## config.mk

```make
export PLATFORM = sky130hd
export DESIGN_NAME = cache_ctrl
export DESIGN_NICKNAME = d
export VERILOG_FILES = /design/src/rtl/cache_ctrl.sv
export SDC_FILE = /design/constraint.sdc
export NUM_CORES = 1
export LEC_CHECK = 0
export BUFFER_PORTS_ARGS = -buffer_cell sky130_fd_sc_hd__buf_2
export CAP_MARGIN = 20
export CORE_AREA = 2 2 39 41
export DETAILED_ROUTE_END_ITERATION = 8
export DIE_AREA = 0 0 41 43
export SYNTH_ARGS = -nofsm -noshare
export SYNTH_HDL_FRONTEND = slang
export SYNTH_SLANG_ARGS = --single-unit
export TNS_END_PERCENT = 20
```

## constraint.sdc

```tcl
create_clock -name clk -period 2.27 [get_ports clk]
set_input_delay 0.3405 -clock clk [delete_from_list [all_inputs] [get_ports clk]]
set_output_delay 0.3405 -clock clk [all_outputs]
set_load 0.1 [all_outputs]
```

## src/rtl/cache_ctrl.sv

```systemverilog
// Cache line controller: hit/miss handling, dirty writeback and refill sequencing.
// Define CACHE_CTRL_STATS_EN to add the saturating hit_count/miss_count outputs.
module cache_ctrl #(
  parameter int TAG           = 20,
  parameter int WORD_SIZE_BIT = 32,
  parameter int DATA_BLOCK    = 128
) (
  input  logic       clk,
  input  logic       reset_n,
  input  logic       cpu_req,
  input  logic       cpu_we,
  input  logic [1:0] cpu_word,
  input  logic       tag_eq,
  input  logic       line_valid,
  input  logic       line_dirty,
  output logic       cpu_ready,
  output logic       data_oe,
  output logic [1:0] word_sel,
  output logic       word_we,
  output logic       line_we,
  output logic       set_dirty,
  output logic       mem_req,
  output logic       mem_we,
  input  logic       mem_ready
`ifdef CACHE_CTRL_STATS_EN
  ,
  output logic [15:0] hit_count,
  output logic [15:0] miss_count
`endif
);

  // The 2-bit word select only covers a line of exactly four words.
  if (DATA_BLOCK != 4 * WORD_SIZE_BIT || TAG < 1) begin : g_param_check
    $error("cache_ctrl: DATA_BLOCK must hold four WORD_SIZE_BIT words and TAG must be non-zero");
  end

  typedef enum logic [2:0] {
    IDLE      = 3'd0,
    COMPARE   = 3'd1,
    WRITEBACK = 3'd2,
    ALLOCATE  = 3'd3,
    REFILL    = 3'd4
  } state_t;

  state_t     state, state_next;
  logic       we_q;
  logic [1:0] word_q;
  logic       hit;

  assign hit      = tag_eq & line_valid;
  assign word_sel = word_q;

  always_ff @(posedge clk) begin
    if (!reset_n) begin
      state  <= IDLE;
      we_q   <= 1'b0;
      word_q <= 2'd0;
    end else begin
      state <= state_next;
      if (state == IDLE && cpu_req) begin
        we_q   <= cpu_we;
        word_q <= cpu_word;
      end
    end
  end

  always_comb begin
    state_next = state;
    cpu_ready  = 1'b0;
    data_oe    = 1'b0;
    word_we    = 1'b0;
    line_we    = 1'b0;
    set_dirty  = 1'b0;
    mem_req    = 1'b0;
    mem_we     = 1'b0;
    case (state)
      IDLE: begin
        if (cpu_req) state_next = COMPARE;
      end
      COMPARE: begin
        if (hit) begin
          cpu_ready  = 1'b1;
          data_oe    = ~we_q;
          word_we    = we_q;
          set_dirty  = we_q;
          state_next = IDLE;
        end else if (line_valid && line_dirty) begin
          state_next = WRITEBACK;
        end else begin
          state_next = ALLOCATE;
        end
      end
      WRITEBACK: begin
        mem_req = 1'b1;
        mem_we  = 1'b1;
        data_oe = 1'b1;
        if (mem_ready) state_next = ALLOCATE;
      end
      ALLOCATE: begin
        mem_req = 1'b1;
        if (mem_ready) begin
          line_we    = 1'b1;
          state_next = REFILL;
        end
      end
      REFILL: begin
        state_next = COMPARE;
      end
      default: begin
        state_next = IDLE;
      end
    endcase
  end

`ifdef CACHE_CTRL_STATS_EN
  // The COMPARE pass that follows a refill is the same request again, so its hit is not counted.
  logic retry;

  always_ff @(posedge clk) begin
    if (!reset_n) begin
      retry      <= 1'b0;
      hit_count  <= 16'd0;
      miss_count <= 16'd0;
    end else begin
      if (state == REFILL)
        retry <= 1'b1;
      else if (state == IDLE)
        retry <= 1'b0;
      if (state == COMPARE) begin
        if (hit && !retry && hit_count != 16'hFFFF)
          hit_count <= hit_count + 16'd1;
        if (!hit && miss_count != 16'hFFFF)
          miss_count <= miss_count + 16'd1;
      end
    end
  end
`endif

endmodule

```

==> results of run 1 <==
==> state kept, by name, indices dropped and copies added (netlist names) <==
signal	flops
we_q	1
state	3
word_sel	2
==> worst register-to-register path, stage by stage (launching register included) <==
cell and delay (ns):
dfxtp_1 0.54, a21boi_0 0.25, mux2i_1 0.10, nor3b_1 0.16
==> layer usage <==
metal / vias up / global-route usage [%]
li1: 175 / -
met1: 147 / 9.42
met2: 17 / 14.7
met3: 0 / 6.28
met4: 0 / 6.00
met5: - / 0
==> placed cells by master (no fill, tap or decap), types with 2 or more instances in the layout <==
cell / synthesis / final
nand2_1: 6 / 6
nand3_1: 3 / 3
dfxtp_1: 6 / 6
inv_1: 3 / 3
buf_2: 0 / 18
clkbuf_4: 0 / 3
o21ai_1: 3 / 3
o22ai_1: 2 / 2
nor2_1: 5 / 4
==> cell type report <==
type | count | area, um^2 | area share, %
clock buffers | 3 | 22.5 | 5.06
inverters | 3 | 11.3 | 2.53
multi-input cells | 29 | 181 | 40.7
flip-flops and latches | 6 | 120 | 27.0
well taps | 16 | 20.0 | 4.49
repair buffers | 18 | 90.1 | 20.2
==> how the worst min path moves through the flow <==
stage / end / slack, ns / cells after the start
6_report: word_sel[1]$_SDFFE_PN0P_ / 0.32 / 3
5_1_grt: we_q$_SDFFE_PN0P_ / 0.33 / 3
4_1_cts: word_sel[1]$_SDFFE_PN0P_ / 0.30 / 3
3_5_place_dp: word_sel[1]$_SDFFE_PN0P_ / 0.44 / 2
3_3_place_gp: word_sel[0]$_SDFFE_PN0P_ / 0.43 / 2
2_1_floorplan: we_q$_SDFFE_PN0P_ / 0.44 / 2
==> power groups by stage <==
stage	Clock [mW]	Combinational, mW	Sequential (mW)
floorplan	0	0.108	0.146
global placement	0	0.144	0.131
detailed placement	0	0.145	0.132
CTS	0.104	0.145	0.130
global route	0.107	0.152	0.132
finish	0.0957	0.144	0.130
==> logic make-up after synthesis <==
kind of cell	Yosys count	share of synthesized area, %
flip-flops	6	36.5
AND/OR/NAND/NOR	20	35.0
buffers and inverters	6	9.12
AO/OA/AOI/OAI	7	13.7
XOR/XNOR	1	2.66
multiplexers	1	3.04
==> results.tsv, run 1 <==
stage	metric	value	unit
clock_tree	number of buffers created by CTS	3	
detailed_routing	vias per inst	4.52	
timing	period utilization	86.2	%
detailed_routing	via count	339	
power_and_ir_drop	Max IR drop VDD	301	uV
floorplanning	die area	1760	um^2
placed_design	post-DP HPWL	561	um
setup_path	CP endpoint	data_oe	
setup_path	setup slack, reg-to-reg	1.13	ns
floorplanning	Core Area	1380	um^2
timing	worst setup margin	0.313	ns
setup_path	crit path max-delay cell type	dfxtp_1	
final_layout	Fillers	161	
global_route	initial antenna violation count	0	
setup_path	Worst path top cell family by delay	flip-flops	
clock_tree	Hold-fix buffers, CTS	0	
synth	ys async rst share	0	%
detailed_routing	ANT nets after route	0	
floorplanning	Die X	41	um
clock_tree	post_cts resized	0	
synth	Syn Area/Cell	8.03	um^2
power_and_ir_drop	clock network fraction of design power	25.9	%
power_and_ir_drop	leakage power	0.228	nW
detailed_routing	DRC	0	
timing	post-route setup TNS	0	ns
setup_path	r2r startpoint	state[0]$_SDFFE_PN0P_	
clock_tree	# H-tree levels	1	
floorplanning	die height	43	um
clock_tree	Post CTS Setup Buffer Count	0	
timing	final hold vios	0	
synth	synthesis-stage register bit count	6	
global_route	GRT overflow	0	
clock_tree	Reg clk slew, reported paths	0.05	ns
power_and_ir_drop	total power draw	0.370	mW
power_and_ir_drop	sw power	0.161	mW
power_and_ir_drop	Pint	0.209	mW
outcome	status	completed	
placed_design	Buffers on Ports	18	
setup_path	required time of the critical path	1.93	ns
setup_path	worst setup path start	state[0]$_SDFFE_PN0P_	
synth	Mapped Nets	51	
placed_design	Post-Place Cell Area	423	um^2
setup_path	Worst setup EP type	primary output	
power_and_ir_drop	share of total power in combinational logic	38.9	%
detailed_routing	WL final	706	um
setup_path	crit-path cells	nand4_1 > o22ai_1 > buf_2	
global_route	first-pass GRT wire length	1100	um
timing	Max Fclk	511	MHz
placed_design	Routability Congestion	0.655	
synth	Seq/Total Area, Yosys	36.5	%
final_layout	# diodes	0	
final_layout	cell area after layout	445	um^2
synth	synth unique cells	19	
setup_path	Max Fanout on Critical Path	10	
clock_tree	clock latency on the worst-skew pair	0.24	ns
setup_path	RR Endpoint	state[1]$_SDFFE_PN0P_	
detailed_routing	top layer in use	met3	
timing	setup violators final	0	
setup_path	nature of the critical path startpoint	flip-flop	
clock_tree	Clock Sink Count	6	
global_route	vias in the first global route	291	
detailed_routing	routed wl met3	74	um
detailed_routing	Avg WL per Cell	9.41	um
final_layout	final core occ	32.2	%
power_and_ir_drop	Power Density	830	nW/um^2
clock_tree	cell chosen for the clock root	clkbuf_4	
setup_path	max incr delay on CP	0.54	ns
detailed_routing	Metal-1 WL	300	um
placed_design	Worst Setup Slack post-DPL	0.574	ns
detailed_routing	met2 wire length	331	um
global_route	largest net degree at the start of global routing	11	
power_and_ir_drop	Sw Ratio	43.5	%
synth	area leader, netlist	dfxtp_1	
power_and_ir_drop	sequential power share	35.2	%
timing	Layout Skew	0.00715	ns
run	MaxCap Viol Count	0	
timing	Slew @ Worst Pin	0.486	ns
global_route	gr usage total	9.77	%
final_layout	Final Non-Filler Cells	75	
final_layout	Synth-to-Final Area Change	35.4	%
floorplanning	Placement Rows	14	
timing	min Tclk post-route	1.96	ns
synth	top cell type's share of synthesized area	36.5	%
synth	Post-Syn Area	329	um^2
detailed_routing	DR pass1 iterations	3	
final_layout	nets@finish	71	
setup_path	WS Path Type	reg -> out	
min_path	worst hold path class	in -> reg	
setup_path	Reg2Reg Depth	3	
synth	top post-synthesis cells by count	6 x dfxtp_1, 6 x nand2_1, 5 x nor2_1	
setup_path	CP bufs+invs	1	
floorplanning	Initial Util	23.8	%
synth	Synth Flop Type	dfxtp_1	
timing	hold slack	0.317	ns
floorplanning	# IOs	19	
setup_path	cell depth of the worst setup path	3	
clock_tree	TritonCTS clock tree	built	
synth	Post-synth EDFFs	0	
min_path	hold path startpoint	cpu_word[1]	
placed_design	DP Cell Count	72	
synth	top post-synthesis cells by area	dfxtp_1 37%, nor4b_4 7.2%, nand2_1 6.8%, nor2_1 5.7%, nand3_1 4.6%	
timing	RSZ-0062 raised after global routing	no	
setup_path	CP Data Arrival Time	1.62	ns
timing	Worst slew margin	67.8	%
synth	synthesized instance count	41	
synth	synth warn	0	
timing	Slew Viols, Final	0	
final_layout	layout cells sized above 1	39.0	%
detailed_routing	initial DRC count	6	
clock_tree	Longest Clk Path Bufs	2	
No activity file was read; power rests on OpenSTA's default activity.
==> run 2, diff against run 1 <==
--- a/config.mk
+++ b/config.mk
@@ -5,11 +5,11 @@
 export SDC_FILE = /design/constraint.sdc
 export NUM_CORES = 1
 export LEC_CHECK = 0
-export BUFFER_PORTS_ARGS = -buffer_cell sky130_fd_sc_hd__buf_2
 export CAP_MARGIN = 20
 export CORE_AREA = 2 2 39 41
 export DETAILED_ROUTE_END_ITERATION = 8
 export DIE_AREA = 0 0 41 43
+export DONT_BUFFER_PORTS = 1
 export SYNTH_ARGS = -nofsm -noshare
 export SYNTH_HDL_FRONTEND = slang
 export SYNTH_SLANG_ARGS = --single-unit
==> run 2 against run 1 <==
Against the previous run:
- via count fell by 12%
- setup slack improved by 0.031 ns
- power barely moved
- die area did not move
- maximum frequency rose by 1.6%
- non-clock buffer count fell by 10
- cell count fell by 13%
- cell area fell by 0.28%
- clock skew fell by 0.0070 ns
- clock-buffer cell count did not move
- clock power fell by 2.3%
- critical path type unchanged
- largest cell class unchanged
- largest power group unchanged
==> results.tsv, run 2 (same netlist as run 1, synthesis figures left out) <==
stage	metric	value	unit	change
timing	RSZ-0062 raised after global routing	no		unchanged
placed_design	Routability Congestion	0.604		was 0.655
final_layout	Top reg by flops	state		unchanged
detailed_routing	initial DRC count	12		was 6
final_layout	Fillers	150		was 161
floorplanning	Placement Rows	14		unchanged
setup_path	required time of the critical path	1.93	ns	about the same
setup_path	CP bufs+invs	1		unchanged
global_route	gr usage total	9.95	%	was 9.77%
setup_path	r2r startpoint	state[0]$_SDFFE_PN0P_		unchanged
final_layout	commonest non-fill, non-tap cell in the layout	buf_4		was buf_2
floorplanning	Die X	41	um	unchanged
timing	Slew Viols, Final	0		unchanged
detailed_routing	vias per inst	4.60		was 4.52
clock_tree	# H-tree levels	1		unchanged
clock_tree	number of buffers created by CTS	3		unchanged
global_route	vias in the first global route	267		was 291
min_path	Hold Path Depth	1		was 3
power_and_ir_drop	total power draw	0.369	mW	was 0.370 mW
floorplanning	# IOs	19		unchanged
setup_path	Reg2Reg Depth	4		was 3
setup_path	setup slack, reg-to-reg	0.95	ns	was 1.13 ns
run	MaxCap Viol Count	0		unchanged
timing	period utilization	84.8	%	was 86.2%
detailed_routing	ANT nets after route	0		unchanged
setup_path	RR Endpoint	state[2]$_SDFFE_PN0P_		was state[1]$_SDFFE_PN0P_
clock_tree	Clock Sink Count	6		unchanged
power_and_ir_drop	Max IR drop VDD	272	uV	was 301 uV
floorplanning	Initial Util	23.8	%	unchanged
setup_path	crit-path cells	nand4_1 > o22ai_2 > buf_4		was nand4_1 > o22ai_1 > buf_2
global_route	largest net degree at the start of global routing	11		unchanged
timing	post-route setup TNS	0	ns	unchanged
final_layout	final core occ	32.1	%	was 32.2%
setup_path	max incr delay on CP	0.56	ns	was 0.54 ns
timing	setup violators final	0		unchanged
clock_tree	Hold-fix buffers, CTS	0		unchanged
setup_path	Max Fanout on Critical Path	10		unchanged
floorplanning	die height	43	um	unchanged
detailed_routing	DRC	0		unchanged
placed_design	Worst Setup Slack post-DPL	0.584	ns	was 0.574 ns
timing	Worst slew margin	72.7	%	was 67.8%
clock_tree	TritonCTS clock tree	built		unchanged
final_layout	layout cells sized above 1	32.7	%	was 39.0%
final_layout	# diodes	0		unchanged
setup_path	Worst setup EP type	primary output		unchanged
min_path	hold path startpoint	reset_n		was cpu_word[1]
final_layout	Synth-to-Final Area Change	35.0	%	was 35.4%
placed_design	Buffers on Ports	0		was 18
setup_path	CP Data Arrival Time	1.59	ns	was 1.62 ns
clock_tree	Post CTS Setup Buffer Count	0		unchanged
clock_tree	Reg clk slew, reported paths	0.04	ns	was 0.05 ns
final_layout	area of the multi-input gates	198	um^2	was 181 um^2
floorplanning	Core Area	1380	um^2	unchanged
final_layout	most frequent cells in the layout	7 x buf_4, 6 x nand2_1, 6 x dfxtp_1		was 18 x buf_2, 6 x nand2_1, 6 x dfxtp_1
clock_tree	clock latency on the worst-skew pair	0.24	ns	about the same
global_route	first-pass GRT wire length	1080	um	was 1100 um
timing	Slew @ Worst Pin	0.409	ns	was 0.486 ns
min_path	worst hold path class	in -> reg		unchanged
min_path	Hold Path Sink	state[2]$_SDFFE_PN0P_		was word_sel[1]$_SDFFE_PN0P_
global_route	initial antenna violation count	0		unchanged
detailed_routing	Avg WL per Cell	10.4	um	was 9.41 um
detailed_routing	via count	299		was 339
timing	Layout Skew	0.000157	ns	was 0.00715 ns
floorplanning	die area	1760	um^2	unchanged
power_and_ir_drop	leakage power	0.192	nW	was 0.228 nW
timing	Max Fclk	519	MHz	was 511 MHz
setup_path	Worst path top cell family by delay	flip-flops		unchanged
timing	min Tclk post-route	1.93	ns	was 1.96 ns
outcome	status	completed		unchanged
setup_path	crit path max-delay cell type	dfxtp_1		unchanged
power_and_ir_drop	Power Density	832	nW/um^2	was 830 nW/um^2
final_layout	Final Non-Filler Cells	65		was 75
setup_path	nature of the critical path startpoint	flip-flop		unchanged
timing	final hold vios	0		unchanged
placed_design	post-DP HPWL	556	um	was 561 um
clock_tree	post_cts resized	0		unchanged
timing	worst setup margin	0.344	ns	was 0.313 ns
final_layout	max reg flops	3		unchanged
final_layout	register area	120	um^2	unchanged
final_layout	nets@finish	61		was 71
detailed_routing	WL final	677	um	was 706 um
detailed_routing	DR pass1 iterations	4		was 3
setup_path	worst setup path start	state[0]$_SDFFE_PN0P_		unchanged
clock_tree	cell chosen for the clock root	clkbuf_4		unchanged
placed_design	DP Cell Count	62		was 72
setup_path	WS Path Type	reg -> out		unchanged
global_route	GRT overflow	0		unchanged
clock_tree	Longest Clk Path Bufs	2		unchanged
[run 2: changes by cell type in the layout (fill, tap and decap cells not counted), sizes merged]
| cell | delta |
|---|---|
| buf | -10 |
[run 2: cell type report]
| type | instances | share of cell area [%] |
|---|---|---|
| well taps | 16 | 4.51 |
| inverters | 3 | 2.54 |
| flip-flops and latches | 6 | 27.0 |
| clock buffers | 3 | 5.07 |
| multi-input cells | 29 | 44.5 |
| repair buffers | 8 | 16.3 |
[run 2: worst reg2reg max path, stage by stage, from the launching register on]
cell and delay (ns):
dfxtp_1 0.56, nand2_1 0.14, nor2_2 0.10, buf_4 0.29
and2_1 0.17
[run 2: how the worst max path moves through the flow]
stage,end,slack [ns],cells after the start
2_1_floorplan,data_oe,-0.24,3
3_3_place_gp,data_oe,0.64,3
3_5_place_dp,data_oe,0.58,3
4_1_cts,data_oe,0.32,3
5_1_grt,data_oe,0.21,3
6_report,data_oe,0.34,3
[run 2: power by group]
part           leakage, nW  switching [mW]  internal [mW]  total, mW
Combinational        0.129           0.109         0.0371      0.146
Sequential          0.0493          0.0147          0.115      0.130
Clock               0.0138          0.0340         0.0595     0.0935
Total                0.192           0.157          0.212      0.369
[run 2: layer usage]
metal | vias to the layer above | global-route usage, % | share of wire [%]
met1 | 129 | 10.0 | 40
met3 | 0 | 6.81 | 14
met2 | 16 | 14.4 | 46
met4 | 0 | 6.00 | 0
met5 | - | 0 | 0
li1 | 154 | - | -
[run 2: per-stage QoR]
stage / hold WS (ns) / area (um^2)
after floorplan: 0.442 / 332
after global placement: 0.470 / 422
after detailed placement: 0.468 / 422
after CTS: 0.213 / 444
after global routing: 0.220 / 444
final: 0.223 / 444
==> run 3, diff against run 2 <==
==> constraint.sdc (replaced) <==
create_clock -name clk -period 1.8 [get_ports clk]
set_input_delay 0.27 -clock clk [delete_from_list [all_inputs] [get_ports clk]]
set_output_delay 0.27 -clock clk [all_outputs]
set_load 0.1 [all_outputs]
==> run 3 against run 2 <==
Against the previous run:
- clock power increased by 26%
- clock skew barely moved
- clock-buffer cell count unchanged
- critical path depth is 1 higher
- core utilization grew 2.4 points
- global-route usage is 0.33 points higher
- cell area is 7.3% higher
- highest routed layer unchanged
==> results.tsv, run 3 (same netlist as run 1, synthesis figures left out) <==
stage	metric	value	unit	change
outcome	status	completed		unchanged
setup_path	Max Fanout on Critical Path	5		was 10
global_route	largest net degree at the start of global routing	10		was 11
placed_design	DP Cell Count	63		was 62
detailed_routing	vias per inst	4.64		was 4.60
floorplanning	Die X	41	um	unchanged
timing	min Tclk post-route	1.69	ns	
timing	period utilization	93.6	%	
power_and_ir_drop	clock network fraction of design power	24.4	%	was 25.3%
detailed_routing	ANT nets after route	0		unchanged
timing	final hold vios	0		unchanged
timing	Slew Viols, Final	0		unchanged
power_and_ir_drop	Pint	0.282	mW	was 0.212 mW
placed_design	Routability Congestion	0.651		was 0.604
timing	Slew @ Worst Pin	0.383	ns	was 0.409 ns
power_and_ir_drop	total power draw	0.485	mW	was 0.369 mW
global_route	gr usage total	10.3	%	was 9.95%
detailed_routing	via count	306		was 299
detailed_routing	WL final	693	um	was 677 um
clock_tree	clock latency on the worst-skew pair	0.24	ns	about the same
floorplanning	Initial Util	23.8	%	unchanged
clock_tree	post_cts resized	0		unchanged
global_route	first-pass GRT wire length	1150	um	was 1080 um
detailed_routing	DRC	0		unchanged
clock_tree	Reg clk slew, reported paths	0.04	ns	about the same
placed_design	Worst Setup Slack post-DPL	0.366	ns	was 0.584 ns
power_and_ir_drop	Max IR drop VDD	347	uV	was 272 uV
clock_tree	Clock Sink Count	6		unchanged
run	MaxCap Viol Count	0		unchanged
final_layout	cell area after layout	477	um^2	was 444 um^2
power_and_ir_drop	Power Density	1020	nW/um^2	was 832 nW/um^2
timing	RSZ-0062 raised after global routing	no		unchanged
final_layout	most frequent cells in the layout	6 x nand2_1, 6 x buf_4, 6 x dfxtp_1		was 7 x buf_4, 6 x nand2_1, 6 x dfxtp_1
final_layout	Final Non-Filler Cells	66		was 65
floorplanning	die height	43	um	unchanged
detailed_routing	DR pass1 iterations	2		was 4
clock_tree	cell chosen for the clock root	clkbuf_4		unchanged
timing	Max Fclk	593	MHz	
detailed_routing	initial DRC count	1		was 12
setup_path	WS Path Type	reg -> out		unchanged
power_and_ir_drop	sw power	0.203	mW	was 0.157 mW
global_route	GRT overflow	0		unchanged
setup_path	required time of the critical path	1.53	ns	was 1.93 ns
final_layout	max reg flops	3		unchanged
final_layout	nets@finish	62		was 61
timing	Worst slew margin	74.4	%	was 72.7%
power_and_ir_drop	share of total power in combinational logic	42.8	%	was 39.5%
clock_tree	TritonCTS clock tree	built		unchanged
timing	setup violators final	0		unchanged
final_layout	# diodes	0		unchanged
final_layout	Top reg by flops	state		unchanged
final_layout	Synth-to-Final Area Change	44.9	%	was 35.0%
clock_tree	number of buffers created by CTS	3		unchanged
setup_path	nature of the critical path startpoint	flip-flop		unchanged
detailed_routing	Avg WL per Cell	10.5	um	was 10.4 um
power_and_ir_drop	leakage power	0.203	nW	was 0.192 nW
floorplanning	die area	1760	um^2	unchanged
floorplanning	# IOs	19		unchanged
floorplanning	Core Area	1380	um^2	unchanged
final_layout	layout cells sized above 1	34.0	%	was 32.7%
setup_path	worst setup path start	state[1]$_SDFFE_PN0P_		was state[0]$_SDFFE_PN0P_
global_route	initial antenna violation count	0		unchanged
setup_path	Worst setup EP type	primary output		unchanged
min_path	worst hold path class	in -> reg		unchanged
timing	worst setup margin	0.115	ns	was 0.344 ns
placed_design	Post-Place Cell Area	454	um^2	was 422 um^2
setup_path	CP Data Arrival Time	1.42	ns	was 1.59 ns
placed_design	Buffers on Ports	0		unchanged
setup_path	r2r startpoint	state[1]$_SDFFE_PN0P_		was state[0]$_SDFFE_PN0P_
clock_tree	Post CTS Setup Buffer Count	0		unchanged
clock_tree	Hold-fix buffers, CTS	0		unchanged
global_route	vias in the first global route	294		was 267
power_and_ir_drop	sequential power share	32.8	%	was 35.2%
min_path	hold path startpoint	reset_n		unchanged
floorplanning	Placement Rows	14		unchanged
clock_tree	# H-tree levels	1		unchanged
timing	Layout Skew	0.000548	ns	was 0.000157 ns
power_and_ir_drop	Sw Ratio	41.8	%	was 42.6%
clock_tree	Longest Clk Path Bufs	2		unchanged
## run 3: layer usage
layer / GRT usage [%] / part of all wire (%) / vias to the layer above
met5: 0 / 0 / -
met4: 8.00 / 0 / 0
met3: 4.71 / 13 / 0
met2: 15.0 / 47 / 14
met1: 10.7 / 40 / 134
li1: - / - / 158
## run 3: power groups by stage
stage	Clock (mW)	Combinational (mW)	Sequential, mW
after floorplan	0	0.139	0.185
after global placement	0	0.207	0.161
after detailed placement	0	0.209	0.161
after CTS	0.127	0.209	0.159
after global routing	0.137	0.218	0.161
final	0.118	0.207	0.159
## run 3: cell type report
| type | count | area [um^2] |
|---|---|---|
| fillers | 142 | 907 |
| multi-input cells | 29 | 198 |
| flip-flops and latches | 6 | 120 |
| repair buffers | 9 | 105 |
| clock buffers | 3 | 22.5 |
| well taps | 16 | 20.0 |
| inverters | 3 | 11.3 |
## run 3: metrics by stage
step	util, %	hold WS [ns]	setup TNS (ns)
final	34.4	0.155	0
after global routing	34.4	0.153	0
after CTS	34.4	0.144	0
after detailed placement	32.8	0.398	0
after global placement	32.8	0.398	0
after floorplan	-	0.407	-1.45
## run 3: worst paths after layout
kind	to	slack, ns	depth (start not counted)
max	data_oe	0.11	4
min	state[2]$_SDFFE_PN0P_	0.15	1
max reg2reg	state[2]$_SDFFE_PN0P_	0.49	4
min reg2reg	we_q$_SDFFE_PN0P_	0.48	2
## run 3: worst max-delay path: stages (launching register included)
cell	delay [ns]
dfxtp_1	0.36
nor2_1	0.16
nand4_1	0.23
o22ai_2	0.23
buf_12	0.20
